==> config.mk <==
export PLATFORM = sky130hd
export DESIGN_NAME = score_keeper
export DESIGN_NICKNAME = d
export VERILOG_FILES = /design/src/rtl/score_keeper.sv
export SDC_FILE = /design/constraint.sdc
export NUM_CORES = 1
export LEC_CHECK = 0
export CORE_MARGIN = 4
export CORE_UTILIZATION = 51
export DETAILED_ROUTE_END_ITERATION = 7
export DONT_BUFFER_PORTS = 1
export HOLD_SLACK_MARGIN = 0.12
export PLACE_DENSITY = 0.69
export SYNTH_ARGS = -nofsm -noshare
export SYNTH_HDL_FRONTEND = slang
export SYNTH_SLANG_ARGS = --single-unit
export TNS_END_PERCENT = 30
==> constraint.sdc <==
create_clock -name frame_clk -period 6.8 [get_ports frame_clk]
set_clock_uncertainty 0.05 [all_clocks]
set_input_delay 1.36 -clock frame_clk [delete_from_list [all_inputs] [get_ports frame_clk]]
set_output_delay 1.36 -clock frame_clk [all_outputs]
set_load 0.005 [all_outputs]
==> src/rtl/score_keeper.sv <==
// Aggregates dropper score lines: counts rising edges as hits, drains them into a
// BCD display score, and runs the start/play/done game flow with an end-of-song grade.
module score_keeper #(
   parameter int NUM_DROPS   = 24,
   parameter int GAME_FRAMES = 3000,
   parameter int GRADE_A     = 20,
   parameter int GRADE_B     = 10
) (
   input  logic                 frame_clk,
   input  logic                 Reset,
   input  logic [7:0]           keycode,
   input  logic [NUM_DROPS-1:0] score_vec,
   output logic [9:0]           hits,
   output logic [11:0]          score_bcd,
   output logic                 hit_pulse,
   output logic                 playing,
   output logic                 game_over,
   output logic [1:0]           grade
);

   localparam int FW = (GAME_FRAMES > 1) ? $clog2(GAME_FRAMES) : 1;
   localparam logic [FW-1:0] LAST_FRAME = FW'(GAME_FRAMES - 1);

   typedef enum logic [1:0] {IDLE, PLAY, DONE} state_t;

   state_t                state, state_nxt;
   logic [NUM_DROPS-1:0]  score_prev;
   logic [FW-1:0]         frame_cnt;
   logic [9:0]            pend;
   logic [1:0]            grade_q;

   logic [NUM_DROPS-1:0]  rise_p0;
   logic [9:0]            n_p0;
   logic [9:0]            hits_nxt;
   logic                  start;
   logic                  drain_en;
   logic                  bcd_sat;

   function automatic logic [9:0] popcount(input logic [NUM_DROPS-1:0] v);
      logic [9:0] c;
      c = '0;
      for (int i = 0; i < NUM_DROPS; i++) c = c + 10'(v[i]);
      return c;
   endfunction

   function automatic logic [9:0] sat_hits(input logic [9:0] h, input logic [9:0] n);
      logic [10:0] s;
      s = {1'b0, h} + {1'b0, n};
      return (s > 11'd999) ? 10'd999 : s[9:0];
   endfunction

   function automatic logic [11:0] bcd_inc(input logic [11:0] b);
      logic [3:0] d0, d1, d2;
      {d2, d1, d0} = b;
      if (b == 12'h999) return b;
      if (d0 != 4'd9) begin
         d0 = d0 + 4'd1;
      end else begin
         d0 = 4'd0;
         if (d1 != 4'd9) begin
            d1 = d1 + 4'd1;
         end else begin
            d1 = 4'd0;
            d2 = d2 + 4'd1;
         end
      end
      return {d2, d1, d0};
   endfunction

   function automatic logic [1:0] grade_of(input logic [9:0] h);
      if (int'(h) >= GRADE_A)      return 2'd3;
      else if (int'(h) >= GRADE_B) return 2'd2;
      else if (h != 10'd0)         return 2'd1;
      else                         return 2'd0;
   endfunction

   always_comb begin
      state_nxt = state;
      case (state)
         IDLE:    if (keycode == 8'h2c) state_nxt = PLAY;
         PLAY:    if (frame_cnt == LAST_FRAME) state_nxt = DONE;
         DONE:    if (keycode == 8'h01) state_nxt = IDLE;
         default: state_nxt = IDLE;
      endcase
   end

   // Stage p0: edge detect and hit arithmetic, only live while playing
   always_comb begin
      rise_p0  = score_vec & ~score_prev;
      n_p0     = (state == PLAY) ? popcount(rise_p0) : 10'd0;
      hits_nxt = sat_hits(hits, n_p0);
      start    = (state == IDLE) && (state_nxt == PLAY);
      drain_en = (pend != 10'd0);
      bcd_sat  = (score_bcd == 12'h999);
   end

   always_ff @(posedge frame_clk) begin
      if (Reset) begin
         state      <= IDLE;
         hits       <= '0;
         score_bcd  <= '0;
         pend       <= '0;
         frame_cnt  <= '0;
         score_prev <= '0;
         hit_pulse  <= 1'b0;
         grade_q    <= 2'd0;
      end else begin
         state      <= state_nxt;
         score_prev <= score_vec;
         hit_pulse  <= (n_p0 != 10'd0);
         if (start) begin
            hits      <= '0;
            score_bcd <= '0;
            pend      <= '0;
            frame_cnt <= '0;
            grade_q   <= 2'd0;
         end else begin
            if (state == PLAY) begin
               hits <= hits_nxt;
               if (frame_cnt != LAST_FRAME) frame_cnt <= frame_cnt + 1'b1;
               if (state_nxt == DONE) grade_q <= grade_of(hits_nxt);
            end
            // Once the display is pinned at 999 any backlog can never be shown
            if (bcd_sat) pend <= '0;
            else         pend <= pend + n_p0 - {9'd0, drain_en};
            if (drain_en) score_bcd <= bcd_inc(score_bcd);
         end
      end
   end

   assign playing   = (state == PLAY);
   assign game_over = (state == DONE);
   assign grade     = (state == DONE) ? grade_q : 2'd0;

endmodule
### Yosys cells after proc, flatten, opt, wreduce, memory -nomap -nowiden

Index checks and enable logic that the tools add are counted.
Widths: inputs -> output; s select.

| storage, ports and cells | value |
|---|---|
| output and inout port bits | 27 |
| logic and storage cells | 91 |
| input bits | 34 |
| bits in registers | 73 |

| cells by class | value |
|---|---|
| equal/unequal tests | 14 |
| $add $sub $neg | 30 |
| magnitude comparators | 3 |
| reduce and logical (&&, ||, !) cells | 12 |
| bitwise gates (word level) | 2 |
| muxes and demuxes | 20 |

Operators with widths:

| kind | number |
|---|---|
| $add 10x1->10 | 14 |
| $reduce_bool 10->1 | 3 |
| $and 24x24->24 | 1 |
| $eq 12x12->1 const B | 2 |
| $not 24->24 | 1 |
| $mux 10 | 2 |
| $mux 4 | 5 |
| $add 12x1->12 const B | 1 |
| $add 4x1->4 const B | 3 |
| $mux 12 | 1 |
| $mux 2 | 6 |
| $ne 12x12->1 const B | 1 |
| $add 10x10->11 | 1 |
| $gt 11x10->1 const B | 1 |
| $add 10x10->10 | 1 |
| $add 9x1->10 | 1 |
| $ge 10x4->1 const B | 1 |
| $ge 10x5->1 const B | 1 |
| $sub 10x1->10 | 1 |
| $add 8x1->9 | 1 |
| $add 7x1->8 | 1 |
| $eq 8x1->1 const B | 1 |
| $eq 8x6->1 const B | 1 |
| $ne 4x4->1 const B | 2 |
| other kinds (18) | 28 |

### Logic depth before layout (Yosys ltp)

| depth | value |
|---|---|
| depth after elaboration | 33 |
| mapped depth | 24 |
| gate-level depth less buffers | 23 |

### Least setup slack after synthesis

OpenSTA, ideal clock, no wires.

| path | value |
|---|---|
| path kind | input to register |
| start point | input port score_vec[5] |
| end point | register hits[5] |
| stages on the path | 21 |
| path slack | -0.124 ns |
| data required time | 6.664 ns |
| library setup time | 0.086 ns |
| arrival | 6.788 ns |
| buffers on the path | 0 |
| cell sequence | nor2b_1 -> fa_1 -> inv_1 -> fa_1 -> fa_1 -> fa_1 -> fa_1 -> inv_1 -> ha_1 -> fa_1 -> a21oi_1 -> nor2b_1 -> o21ai_0 -> inv_1 -> ha_1 -> a21o_1 -> a22oi_1 -> o211ai_1 -> o32ai_2 -> o21ai_0 -> a221oi_2 |

| on the way | value |
|---|---|
| longest elaborated chain between the ends | 24 |

Ends and longest elaborated chain:

| what | line | RTL |
|---|---|---|
| from (decl) | 12 | `input logic [NUM_DROPS-1:0] score_vec,` |
| $and 24x24->24 (*) | 89 | `rise_p0 = score_vec & ~score_prev;` |
| $add 5x1->6 (*) | 42 | `for (int i = 0; i < NUM_DROPS; i++) c = c + 10'(v[i]);` |
| $add 6x1->7 (*) | 42 |  |
| $add 7x1->8 (*) | 42 |  |
| $add 8x1->9 (*) | 42 |  |
| $add 9x1->10 (*) | 42 |  |
| $add 10x1->10 (*) (14 in series) | 42 |  |
| $mux 10 (*) | 90 | `n_p0 = (state == PLAY) ? popcount(rise_p0) : 10'd0;` |
| $add 10x10->11 (*) | 48 | `s = {1'b0, h} + {1'b0, n};` |
| $gt 11x10->1 | 49 | `return (s > 11'd999) ? 10'd999 : s[9:0];` |
| $mux 10 (*) | 49 |  |
| to (signal assigned) | 119 | `hits <= hits_nxt;` |
| to (decl) | 13 | `output logic [9:0] hits,` |

Mark *: on every way between the ends. The rest lies on a longest branch, timed or not.
A chain may end at the register's enable or synchronous reset.

### Worst setup path in the final report

| path | value |
|---|---|
| start point | input port score_vec[5] |
| end point | register pend[6] |

| on the way | value |
|---|---|
| longest elaborated chain between the ends | 23 |

Ends and longest elaborated chain:

| what | line | RTL |
|---|---|---|
| $and 24x24->24 | 89 |  |
| $add 5x1->6 | 42 |  |
| $add 6x1->7 | 42 |  |
| $add 7x1->8 | 42 |  |
| $add 8x1->9 | 42 |  |
| $add 9x1->10 | 42 |  |
| $add 10x1->10 (14 in series) | 42 |  |
| $mux 10 | 90 |  |
| $add 10x10->10 | 125 | `else pend <= pend + n_p0 - {9'd0, drain_en};` |
| $sub 10x1->10 | 125 |  |
| to (signal assigned) | 125 |  |
| to (decl) | 29 | `logic [9:0] pend;` |

No other way between the ends.

==> metrics.txt <==
initial core utilization=0.523; CP Capture Type=register; synth warn=0; Hold Crit Depth=2; setup slack, reg-to-reg=0.86 ns; leading area contributor after synthesis=dfxtp_1; first-pass GRT wire length=14.5 mm; Hold EP=grade_q[0]$_SDFFE_PP0P_; CTS tree=yes; DR DRC count=0; Nets=584; Hold-fix buffers, CTS=0; CP dominant cell by count=fa_1; CP cell instances=nor2b_1, fa_1, inv_1, fa_1, fa_1, fa_1, fa_1, inv_1, ha_1, fa_2, nand2_1, ha_1, buf_4, fa_1, nor2b_1, o21ai_0, a21oi_1, o21a_1, buf_4, o21a_1, nor3_1; Avg Cell Area, Syn=9.02 sq um; vias=3280; Worst Setup Path Type=in2reg; io pins=61; Syn Nets=557; Distinct cells, synth=54; # clock sinks=73; Final Hold Violating Endpoints=0; die width=99.5 um; Die ar.=9910 sq um; ANT nets after route=0; hold_sp=grade_q[0]$_SDFFE_PP0P_; Setup crit start kind=primary input; largest net degree at the start of global routing=41; Area Growth Syn to Fin=13.8%; Crit-path slowest cell=fa_1; slew margin rel.=0.483; Final HPWL DP=6.48 mm; worst r2r dst=pend[6]$_SDFF_PP0_; H-tree Lvls=3; GRT overflow=0; Total GRT Usage=0.182; part of the cycle the worst path needs=0.966; top cells by count, synth=dfxtp_1 (73), inv_1 (47), nor2_1 (45), nor2b_1 (35), ha_1 (30); DR vias/cell=5.37; die height=99.5 um; Hold WC Path Type=reg2reg; fmax=152 MHz; Slew @ Worst Pin=0.776 ns; Post-synth EDFFs=0; critical path required time=6.99 ns; status=finished clean; worst reg2reg path depth=20; CORE AREA=8180 sq um; antenna violations before repair=0; Post-synth top flop=dfxtp_1; Port Buffers=0; Synth Register Bits=73; wire length per cell=14.2 um; Pwr Density=315 nW/um^2; total negative slack=0 ns; final wirelength=8.66 mm; max cap viols=0; ratio of cells with drive above 1 in the final layout=0.128; vias in the first global route=3166; post-layout min period=6.57 ns; maximum vdd drop=0.174 mV; top post-synthesis cells by area=dfxtp_1 (34%), fa_1 (8.9%), ha_1 (8.8%); routability cong.=0.866; CP max stage delay=0.54 ns; static leakage power=0.00210 uW; CTS buffer count=9; Pre-antenna DRT Iters=4; row cnt=33; Ant. Diodes=0; final core occ=0.595; Reg clk slew, reported paths=0.08 ns; total power=1530 uW; CP Max Fanout=3; Slew Limit Fails=0; worst-skew pair later-pin latency=0.36 ns; share of the synthesized area in the top cell type=0.342; root buf cell=clkbuf_8; Post-synth ARST share=0; CP arrival=6.75 ns; Mapped Area=4270 sq um; drt first-iter violations=103; final setup fails=0; Seq/Total Area, Yosys=0.342; top-count cell post-synth=dfxtp_1; r2r startpoint=score_prev[11]$_SDFF_PP0_; Clock Path Buffers=2; Post-Syn Instances=474
[timing repair]
item / 4_1_cts / 5_1_grt
resized for setup: 0 / 13
setup endpoints to repair: 0 / 10
buffers inserted: 0 / 2
[flip-flops by register name, indices dropped and copies added, names as in the netlist]
| name | flops |
|---|---|
| grade_q | 2 |
| frame_cnt | 12 |
| pend | 10 |
| score_prev | 24 |
| score_bcd | 12 |
| hits | 10 |
| state | 2 |
| hit_pulse | 1 |
[critical path: cells and delay by family]
| kind | cells | cell delay [ns] |
|---|---|---|
| adders and majority gates | 9 | 4.02 |
| AOI/OAI and AO/OA | 4 | 0.59 |
| and+or+nand+nor | 4 | 0.40 |
| buffers and inverters | 4 | 0.36 |
[cells by family (layout without fill, tap and decap cells)]
family                   after synthesis  after routing  synth area share
AO/OA/AOI/OAI                         65             65             0.103
XOR/XNOR                              24             24            0.0492
adder cells (fa/ha/maj)               49             49             0.177
buffers and inverters                 59             91            0.0559
flip-flops                            73             73             0.342
multiplexers                           7              7            0.0164
AND/OR/NAND/NOR                      197            197             0.257
[layout make-up]
class / instances / area (sq um)
multi-input combinational: 342 / 2660
timing repair buffer: 28 / 210
inverter: 47 / 176
clock inverter: 7 / 101
fill: 707 / 3310
tap: 105 / 131
sequential: 73 / 1460
clock buffer: 9 / 124
[per-layer routing]
| metal | vias up | track usage | part of all wire |
|---|---|---|---|
| met5 | - | 0 | 0 |
| met4 | 0 | 0.0620 | 0.015 |
| met3 | 13 | 0.0540 | 0.064 |
| met2 | 75 | 0.292 | 0.47 |
| met1 | 1530 | 0.234 | 0.45 |
| li1 | 1662 | - | - |
[worst max-delay path by stage]
stage,from,to,cells past startpoint
after floorplan,score_vec[5],hits[5]$_SDFFE_PP0P_,19
after global placement,score_vec[5],hits[5]$_SDFFE_PP0P_,20
after detailed placement,score_vec[5],hits[5]$_SDFFE_PP0P_,20
after CTS,score_vec[5],hits[5]$_SDFFE_PP0P_,20
after global routing,score_vec[5],pend[7]$_SDFF_PP0_,20
final,score_vec[5],pend[6]$_SDFF_PP0_,21
[report_power, final]
group / internal, uW / switching [uW] / total [uW]
clock: 210 / 177 / 388
sequential: 466 / 21.8 / 487
combinational: 315 / 343 / 658
total: 991 / 542 / 1530
[cell usage in the layout, fill, tap and decap left out, types with 3 or more instances in the layout]
cell      Yosys  final
nand4_1       4      4
nor3_1       25     25
o21ai_1       0      3
nand2b_1     24     24
nand2_1      16     16
inv_1        47     47
xnor2_1      11      9
and2_1        3      3
or3_1         5      5
and3_1        7      7
clkbuf_8      0      9
or2_2         3      3
inv_6         0      3
o21ai_0      11      8
nor4_1        4      4
and4_1        3      3
buf_4         0     28
mux2i_1       7      7
dfxtp_1      73     73
a211o_1       3      3
nor2_1       45     45
fa_1         19     18
xor2_1       13     13
nor2b_1      35     35
a21o_1        7      7
nand3_1       9      9
ha_1         30     28
a211oi_1      4      3
a21oi_1      20     19
[metrics by stage]
step,cells,hold WS (ns),instance area [sq um],setup WS (ns)
6_report,611,0.457,4870,0.234
3_5_place_dp,593,0.446,4560,-0.228
4_1_cts,609,0.460,4780,0.0713
3_3_place_gp,593,0.440,4560,-0.160
2_1_floorplan,474,0.415,4290,-0.0112
5_1_grt,611,0.501,4870,-0.0460
Power figures use the tool's default switching activity.
